==> src/rtl/multi_code_pkg.sv <==
// multi_code_pkg: shared modes, FSM states, button patterns and glyphs for the multi-code display
package multi_code_pkg;
  typedef enum logic [1:0] {OFF, HEX, DEC, BCD} mode_t;
  typedef enum logic [1:0] {IDLE, CONV, LOAD} state_t;
  localparam logic [2:0] BTN_HEX = 3'b110;
  localparam logic [2:0] BTN_DEC = 3'b101;
  localparam logic [2:0] BTN_BCD = 3'b011;
  localparam logic [6:0] GLYPH_H = 7'b1110110;
  localparam logic [6:0] GLYPH_D = 7'b1011110;
  localparam logic [6:0] GLYPH_B = 7'b1111100;
  localparam logic [6:0] GLYPH_DASH = 7'b1000000;
  localparam logic [6:0] GLYPH_BLANK = 7'b0000000;
endpackage

==> src/rtl/multi_code_display_ctrl_glyph.sv <==
// seg7_glyph: hex nibble to active-high GFEDCBA glyph
module seg7_glyph (
  input  logic [3:0] nib,
  output logic [6:0] glyph
);
  localparam logic [6:0] LUT [16] = '{
    7'h3F, 7'h06, 7'h5B, 7'h4F, 7'h66, 7'h6D, 7'h7D, 7'h07,
    7'h7F, 7'h6F, 7'h77, 7'h7C, 7'h39, 7'h5E, 7'h79, 7'h71
  };
  assign glyph = LUT[nib];
endmodule

==> src/rtl/multi_code_display_ctrl.sv <==
// multi_code_display_ctrl: mode-selectable hex/decimal/BCD driver for a registered 7-segment bank
module multi_code_display_ctrl
  import multi_code_pkg::*;
#(
  parameter int DATA_W     = 8,
  parameter int NUM_DIGITS = 4,
  parameter bit ACTIVE_LOW = 1
) (
  input  logic                    clk,
  input  logic                    rst,
  input  logic [2:0]              btn,
  input  logic [DATA_W-1:0]       sw,
  output logic [7*NUM_DIGITS-1:0] seg,
  output logic                    busy,
  output logic                    overflow
);
  localparam int VD = NUM_DIGITS - 1;
  localparam int HD = DATA_W / 4;
  localparam int BW = 4 * VD;
  localparam int PW = DATA_W + BW;
  localparam int CW = DATA_W > 1 ? $clog2(DATA_W) : 1;
  if (DATA_W < 4 || DATA_W % 4 != 0 || VD < HD) begin : g_bad_params
    $error("multi_code_display_ctrl: DATA_W must be a multiple of 4 and fit in NUM_DIGITS-1 digits");
  end
  function automatic logic [PW-1:0] pow10(input int n);
    logic [PW-1:0] p;
    p = PW'(1);
    for (int i = 0; i < n; i++) p = p * PW'(10);
    return p;
  endfunction
  localparam logic [PW-1:0] DEC_LIMIT = pow10(VD);
  mode_t                   mode_q, mode_d, tag_mode_q, tag_mode_d;
  state_t                  state_q, state_d;
  logic [DATA_W-1:0]       sw_q, op_q, op_d;
  logic                    tag_vld_q, tag_vld_d;
  logic [PW-1:0]           dd_q, dd_d, dd_adj;
  logic [CW-1:0]           cnt_q, cnt_d;
  logic [7*NUM_DIGITS-1:0] seg_q, seg_d;
  logic                    ovf_q, ovf_d, bcd_ovf, dec_ovf, changed;
  logic [6:0]              prefix;
  logic [VD-1:0][6:0]      val_seg;
  assign dec_ovf = PW'(op_q) >= DEC_LIMIT;
  assign changed = !tag_vld_q || mode_q != tag_mode_q || sw_q != op_q;
  assign prefix  = tag_mode_q == HEX ? GLYPH_H : tag_mode_q == DEC ? GLYPH_D :
                   tag_mode_q == BCD ? GLYPH_B : GLYPH_BLANK;
  always_comb begin
    bcd_ovf = 1'b0;
    for (int i = 0; i < HD; i++) bcd_ovf = bcd_ovf | (op_q[4*i +: 4] > 4'd9);
    dd_adj = dd_q;
    for (int i = 0; i < VD; i++)
      dd_adj[DATA_W+4*i +: 4] = dd_q[DATA_W+4*i +: 4] >= 4'd5 ? dd_q[DATA_W+4*i +: 4] + 4'd3 : dd_q[DATA_W+4*i +: 4];
  end
  // Digit d takes its nibble from the captured operand (hex/BCD) or the dabble result (decimal)
  for (genvar d = 0; d < VD; d++) begin : g_dig
    logic [3:0] op_nib, nib;
    logic [6:0] glyph;
    if (d < HD) begin : g_op
      assign op_nib = op_q[4*d +: 4];
    end else begin : g_no_op
      assign op_nib = 4'd0;
    end
    assign nib = tag_mode_q == DEC ? dd_q[DATA_W+4*d +: 4] :
                 (tag_mode_q == BCD && op_nib > 4'd9) ? 4'd9 : op_nib;
    seg7_glyph u_glyph (.nib(nib), .glyph(glyph));
    assign val_seg[d] = tag_mode_q == DEC ? (dec_ovf ? GLYPH_DASH : glyph) :
                        (tag_mode_q != OFF && d < HD) ? glyph : GLYPH_BLANK;
  end
  always_comb begin
    mode_d     = btn == BTN_HEX ? HEX : btn == BTN_DEC ? DEC : btn == BTN_BCD ? BCD : mode_q;
    state_d    = state_q;
    tag_vld_d  = tag_vld_q;
    tag_mode_d = tag_mode_q;
    op_d       = op_q;
    dd_d       = dd_q;
    cnt_d      = cnt_q;
    seg_d      = seg_q;
    ovf_d      = ovf_q;
    case (state_q)
      IDLE: if (changed) begin
        tag_vld_d  = 1'b1;
        tag_mode_d = mode_q;
        op_d       = sw_q;
        dd_d       = PW'(sw_q);
        cnt_d      = '0;
        state_d    = mode_q == DEC ? CONV : LOAD;
      end
      CONV: if (changed) begin
        state_d = IDLE;
      end else begin
        dd_d    = dd_adj << 1;
        cnt_d   = cnt_q + 1'b1;
        state_d = cnt_q == CW'(DATA_W - 1) ? LOAD : CONV;
      end
      LOAD: begin
        seg_d   = {prefix, val_seg};
        ovf_d   = tag_mode_q == DEC ? dec_ovf : (tag_mode_q == BCD && bcd_ovf);
        state_d = IDLE;
      end
      default: state_d = IDLE;
    endcase
  end
  always_ff @(posedge clk) begin
    if (rst) begin
      mode_q     <= OFF;
      sw_q       <= '0;
      state_q    <= IDLE;
      tag_vld_q  <= 1'b0;
      tag_mode_q <= OFF;
      op_q       <= '0;
      dd_q       <= '0;
      cnt_q      <= '0;
      seg_q      <= '0;
      ovf_q      <= 1'b0;
    end else begin
      mode_q     <= mode_d;
      sw_q       <= sw;
      state_q    <= state_d;
      tag_vld_q  <= tag_vld_d;
      tag_mode_q <= tag_mode_d;
      op_q       <= op_d;
      dd_q       <= dd_d;
      cnt_q      <= cnt_d;
      seg_q      <= seg_d;
      ovf_q      <= ovf_d;
    end
  end
  assign seg      = ACTIVE_LOW ? ~seg_q : seg_q;
  assign busy     = state_q != IDLE;
  assign overflow = ovf_q;
endmodule

==> config.mk <==
export PLATFORM = sky130hd
export DESIGN_NAME = multi_code_display_ctrl
export DESIGN_NICKNAME = d
export VERILOG_FILES = /design/src/rtl/multi_code_pkg.sv /design/src/rtl/multi_code_display_ctrl_glyph.sv /design/src/rtl/multi_code_display_ctrl.sv
export SDC_FILE = /design/constraint.sdc
export NUM_CORES = 1
export LEC_CHECK = 0
export BUFFER_PORTS_ARGS = -buffer_cell sky130_fd_sc_hd__buf_2
export CAP_MARGIN = 15
export CELL_PAD_IN_SITES_DETAIL_PLACEMENT = 0
export CELL_PAD_IN_SITES_GLOBAL_PLACEMENT = 1
export CORE_MARGIN = 2
export CORE_UTILIZATION = 45
export DETAILED_ROUTE_END_ITERATION = 10
export GPL_ROUTABILITY_DRIVEN = 0
export GPL_TIMING_DRIVEN = 0
export PLACE_DENSITY_LB_ADDON = 0.15
export RECOVER_POWER = 25
export SETUP_SLACK_MARGIN = 0.2
export SYNTH_ARGS = -nofsm -noshare
export SYNTH_HDL_FRONTEND = slang
export SYNTH_SLANG_ARGS = --single-unit
==> constraint.sdc <==
create_clock -name clk -period 2.9 [get_ports clk]
set_clock_uncertainty 0.2 [all_clocks]
set_input_delay 0.58 -clock clk [delete_from_list [all_inputs] [get_ports clk]]
set_output_delay 0.58 -clock clk [all_outputs]
set_load 0.05 [all_outputs]
; After elaboration in Yosys (flattened, before gate mapping)
; Memories as Yosys holds them, arrays and structs flattened.
; Index checks and enable logic that the tools add are counted.
[word_totals]
ff_bits = 75
mem_bits_ro = 336
input_bits = 13
out_inout_bits = 30
n_memories = 3
[memory_table]
columns = name, words, word_bits, rd, rd_clocked_by_memory_dff, write_ports, line
row1 = (name not given), 16, 7, 1, 0, 0, multi_code_display_ctrl_glyph.sv:10  ; assign glyph = LUT[nib];
row2 = (name not given), 16, 7, 1, 0, 0, multi_code_display_ctrl_glyph.sv:10
row3 = (name not given), 16, 7, 1, 0, 0, multi_code_display_ctrl_glyph.sv:10
[op_classes]
add_sub_neg = 4
n_lt_le_gt_ge = 8
eq_ne = 14
n_mux = 37
bitwise = 5
reduce_logical = 15
[op_table]
columns = op, n
row1 = 7-bit 2-to-1 mux, 14
row2 = 20-bit 2-to-1 mux, 2
row3 = 20-bit one-hot mux with 2 select lines, 1
row4 = 4-bit 2-to-1 mux, 7
row5 = 28-bit NOT, 1
row6 = 5-bit >= comparator (second input constant), 3
row7 = 4-bit NOT with 5-bit output, 3
row8 = 4-bit by 3-bit >= comparator with 1-bit output (second input constant), 3
row9 = 2-bit 2-to-1 mux, 6
row10 = 3-bit == test (second input constant), 3
row11 = 3-bit 2-to-1 mux, 3
row12 = 4-bit by 2-bit adder with 4-bit output (second input constant), 2
row13 = 2-bit == test (second input constant), 4
row14 = 4-bit > comparator (second input constant), 2
row15 = 8-bit inequality test, 1
row16 = 2-bit nonzero test, 4
row17 = 3-bit one-hot mux with 2 select lines, 1
row18 = 2-bit by 1-bit == test with 1-bit output (second input constant), 2
row19 = 2-bit inequality test (second input constant), 2
row20 = 2-bit one-hot mux with 2 select lines, 1
row21 = 3-bit by 1-bit adder with 3-bit output (second input constant), 1
row22 = 3-bit by 2-bit adder with 3-bit output (second input constant), 1
row23 = 3-bit by 2-bit == test with 1-bit output (second input constant), 1
row24 = 1-bit logical AND, 3
row25 = 10 further kinds, 12

; Depth between registers and ports, before layout
[depth]
word_depth = 10
ltp_mapped = 13

; Hierarchy
; Synthesis repeated with hierarchy kept, for this count alone.
[hier_totals]
cells_unflattened = 580
hier_area_um2 = 4703.3
[modules_own_cells]
columns = module, instances, cells_each, area_each_um2, seq_area_each_um2
row1 = multi_code_display_ctrl, 1, 481, 3846.2, 1441.4
row2 = seg7_glyph at g_dig[0].u_glyph, 1, 33, 287.8, 0.0
row3 = seg7_glyph at g_dig[2].u_glyph, 1, 33, 286.5, 0.0
row4 = seg7_glyph at g_dig[1].u_glyph, 1, 33, 282.8, 0.0

; Worst setup path after synthesis
; OpenSTA, ideal clock, no wires.
[synth_timing]
path_kind = register -> register
start = register tag_mode_q[0]
end = register seg_q[10]
t_arrival_ns = 2.432
required_ns = 2.635
setup_slack_ns = 0.203
path_stages_with_launch = 11
synth_period_minus_slack_ns = 2.697
path_cell_list = dfxtp_1 > inv_1 > ha_1 > buf_6 > buf_6 > a22oi_1 > inv_1 > ha_1 > mux4_2 > a2bb2oi_1 > nor2_1
[synth_between]
elab_chain_cells = 10
word_cells_on_any_way = 12
[synth_lines]
columns = element, line
row1 = start: declaration, multi_code_display_ctrl.sv:32  ; mode_t mode_q, mode_d, tag_mode_q, tag_mode_d;
row2 = start signal: assignment, multi_code_display_ctrl.sv:119  ; tag_mode_q <= tag_mode_d;
row3 = 2-bit == test, multi_code_display_ctrl.sv:63  ; (tag_mode_q == BCD && op_nib > 4'd9) ? 4'd9 : op_nib;
row4 = 1-bit logical AND, multi_code_display_ctrl.sv:63
row5 = 4-bit 2-to-1 mux, multi_code_display_ctrl.sv:63
row6 = 4-bit 2-to-1 mux, multi_code_display_ctrl.sv:62  ; assign nib = tag_mode_q == DEC ? dd_q[DATA_W+4*d +: 4] :
row7 = 4-bit NOT with 5-bit output (implied by the code), multi_code_display_ctrl_glyph.sv:10
row8 = memory 16 x 7 bit, -
row9 = 7-bit 2-to-1 mux (implied by the code) (2 in series), multi_code_display_ctrl_glyph.sv:10
row10 = 7-bit 2-to-1 mux, multi_code_display_ctrl.sv:66  ; (tag_mode_q != OFF && d < HD) ? glyph : GLYPH_BLANK;
row11 = 7-bit 2-to-1 mux *, multi_code_display_ctrl.sv:65  ; assign val_seg[d] = tag_mode_q == DEC ? (dec_ovf ? GLYPH_DASH : glyph) :
row12 = end signal: assignment, multi_code_display_ctrl.sv:123  ; seg_q <= seg_d;
row13 = end: declaration, multi_code_display_ctrl.sv:38  ; logic [7*NUM_DIGITS-1:0] seg_q, seg_d;
; Mark *: on every way between the ends. The rest lies on a longest branch, timed or not. The select of a mux whose other input is x is not followed.
; A chain may end at the register's enable or synchronous reset.

; Final worst setup path
; Ends and elaborated chain as after synthesis.

==> out/qor.csv <==
stage;metric;value;unit
floorplan;Vert. Die Dim;104;um
worst_setup_path;Critical Path Source Type;register;
clock_tree;clock root cell;clkbuf_8;
timing;Hold Vio Cnt, Final;0;
outcome;result of the run;completed;
synthesis;fraction of registers with async set or reset after synthesis;0;%
detailed_routing;DR DRC count;0;
layout;number of inserted diodes;0;
synthesis;Yosys warning total;0;
floorplan;DIE AREA;0.0108;sq mm
global_routing;largest net degree at the start of global routing;16;
clock_tree;H-tree depth reported by CTS;3;
pwr;part of the total power dissipated in the clock network;32.6;%
timing;worst max-slew margin expressed relative to the limit;48.7;%
layout;Post-Layout Inst Area;0.00512;sq mm
synthesis;count of distinct cell types in the synthesized netlist;64;
worst_setup_path;delay of the slowest cell on the worst path;460;ps
pwr;design internal power;1.54;mW
global_routing;number of antenna violations at the first check in global routing;0;
timing;slew at the pin closest to its max-slew limit;762;ps
placed_design;DP HPWL;8870;um
synthesis;net count after synthesis;589;
worst_setup_path;Worst path slowest cell;mux4_2;
timing;Max Clk Rate;391;MHz
worst_setup_path;type of element capturing the critical path;register;
flow_run;maxcap violations;0;
floorplan;die width;104;um
timing;number of setup violations in the final report;0;
detailed_routing;wirelength, routed;12000;um
worst_setup_path;Data arrival, critical path;2640;ps
detailed_routing;routed len/inst;16.2;um
floorplan;standard-cell rows;36;
layout;fraction of layout cells with a size suffix above 1;17.1;%
detailed_routing;per-cell via count in the routed design;5.59;
floorplan;core area;0.00973;sq mm
synthesis;Synth top area share;32.1;%
clock_tree;clock sink count;72;
clock_tree;clock-pin slew on the worst setup and hold paths;90;ps
layout;number of fill cells in the layout;992;
timing;share of the cycle needed by the critical path after routing;88.2;%
pwr;power density of the placed cells;462;mW/mm^2
synthesis;synthesized flop and latch total;72;
global_routing;vias in the first global route;3930;
floorplan;top-level port count;43;
global_routing;first-pass GRT wire length;19800;um
synthesis;average size of a mapped cell;8.24;sq um
floorplan;initial core utilization;46.2;%
detailed_routing;router iterations before antenna repair;5;
hold_path;path category of the worst min-delay check;input port to register;
worst_setup_path;critical path type;register to register;
synthesis;post-synth design cell area;0.00449;sq mm
pwr;Seq pwr share;45.7;%
global_routing;global-route usage over all layers;22.6;%
synthesis;part of the Yosys area used for sequential elements;32.1;%
layout;area grow syn2layout;14.0;%
placed_design;dpl cell area;0.00486;sq mm
timing;hold slack final;233;ps
worst_setup_path;Max Fanout on Critical Path;10;
pwr;combinational power share;21.7;%
detailed_routing;via total after detailed routing;4133;
timing;max-slew violations;0;
pwr;switching share of total power;35.0;%
timing;unrepaired setup endpoints after global routing;false;
pwr;maximum VDD drop;218;uV
synthesis;largest area contributor in the netlist;dfxtp_1;
global_routing;overflow left after global routing;0;
placed_design;count of buffers from port buffering;40;
clock_tree;insertion delay to the later sink of the worst-skew pair;350;ps
synthesis;Post-synth top flop;dfxtp_1;
timing;Worst Slack Setup Final;342;ps
detailed_routing;number of design-rule violations left by the first detailed-router iteration;226;
timing;post-route minimum period;2560;ps
pwr;total leakage power;1.82;nW
clock_tree;cts-stage hold buffer count;0;
clock_tree;number of CTS-inserted buffers;9;
synthesis;number of flops mapped to enable cells by yosys;0;
worst_setup_path;crit-path cells;inv_1 > ha_2 > buf_6 > buf_6 > nor2_1 > a22oi_2 > inv_2 > ha_1 > mux4_2 > a2bb2oi_1 > nor2_1;
synthesis;most area-consuming cells after synthesis;dfxtp_1, ha_1, nand2_1;
detailed_routing;number of nets with antenna violations after routing;0;
pwr;NetSw;829;uW
clock_tree;CTS tree;yes;
placed_design;worst slack at placement;-118;ps
layout;Post-layout nets;646;
clock_tree;number of buffers on the longest clock path;2;
layout;Post-Route Utilization;52.6;%
synthesis;cells after synthesis;545;
worst_setup_path;worst path required time;2980;ps
==> cells in the mapped netlist (8+ instances only) <==
master	number
buf_2	11
inv_1	46
clkbuf_1	20
dfxtp_1	72
a21oi_1	42
nand4_1	9
o221ai_1	8
o21ai_0	12
ha_1	31
mux2i_1	13
o311ai_1	11
nand3_1	16
nand2_1	70
nor2b_1	12
nor2_1	23
xnor2_1	11
nor3_1	27
==> cell families after synthesis <==
kind of cell	synth area share [%]
simple gates	20.7
compound gates	22.2
buf+inv	8.58
flops	32.1
fa+ha+maj	8.64
mux	4.15
xor+xnor	3.59
other cells	0.0835
==> placed cells by master (no fill, tap or decap), drive strengths merged, types with 13 or more instances in the layout <==
| cell | instances |
|---|---|
| nand2 | 70 |
| buf | 54 |
| ha | 31 |
| mux2i | 13 |
| nor2 | 23 |
| nor3 | 27 |
| xnor2 | 15 |
| clkbuf | 42 |
| inv | 50 |
| o21ai | 13 |
| a21oi | 42 |
| nand3 | 17 |
| dfxtp | 72 |
==> through the flow <==
stage	instances	setup TNS, ps	total power, mW
after floorplan	545	0	1.47
after global routing	740	0	2.48
after global placement	718	-172	1.59
after detailed placement	718	-212	1.60
after CTS	735	0	2.38
final	740	0	2.37
==> power groups by stage <==
stage               Clock [mW]  Combinational [mW]  Sequential [mW]
finish                   0.771               0.513             1.08
floorplan                    0               0.381             1.09
CTS                      0.792               0.503             1.08
global route             0.835               0.562             1.09
global placement             0               0.489             1.10
detailed placement           0               0.494             1.10
==> area by class of cell <==
type                       count  area (sq um)  area share [%]
multi-input combinational    385          2690            52.5
sequential                    72          1450            28.3
timing repair buffer          47           248            4.84
buffer                        40           206            4.03
inverter                      47           178            3.47
tap                          133           166            3.25
clock buffer                   9           124            2.42
clock inverter                 7          62.6            1.22
==> critical path, delay by kind of cell, from the launching register on <==
kind	cells	cell delay, ps
multiplexers	1	460
AO/OA/AOI/OAI	2	330
buffers and inverters	4	470
adder cells (fa/ha/maj)	2	530
AND/OR/NAND/NOR	2	130
flip-flops	1	380
==> what timing repair did <==
item / in CTS / in global routing
buffers inserted: 1 / 6
gates resized for setup: 9 / 7
pin swaps: 1 / 2
endpoints found under the setup margin: 18 / 13
==> path summary, 6_finish.rpt <==
kind            startpoint   endpoint  slack [ps]  depth (start not counted)
max reg2reg  tag_mode_q[0]  seg_q[10]         340                         11
max          tag_mode_q[0]  seg_q[10]         340                         11
min                  sw[0]    sw_q[0]         230                          2
min reg2reg      seg_q[13]  seg_q[13]         260                          2
==> metal layers <==
| metal | track usage (%) | wire, um |
|---|---|---|
| met1 | 31.2 | 5790 |
| met2 | 36.7 | 5570 |
| met3 | 3.63 | 499 |
| met4 | 6.27 | 155 |
| met5 | 0 | 0 |
==> state kept, by name, indices dropped and copies added (netlist names) <==
name and flops:
mode_q 2, op_q 8, tag_mode_q 2, state_q 2
tag_vld_q 1, overflow 1, cnt_q 3, seg_q 25
dd_q 20, sw_q 8
(Power assumes the default switching activity.)
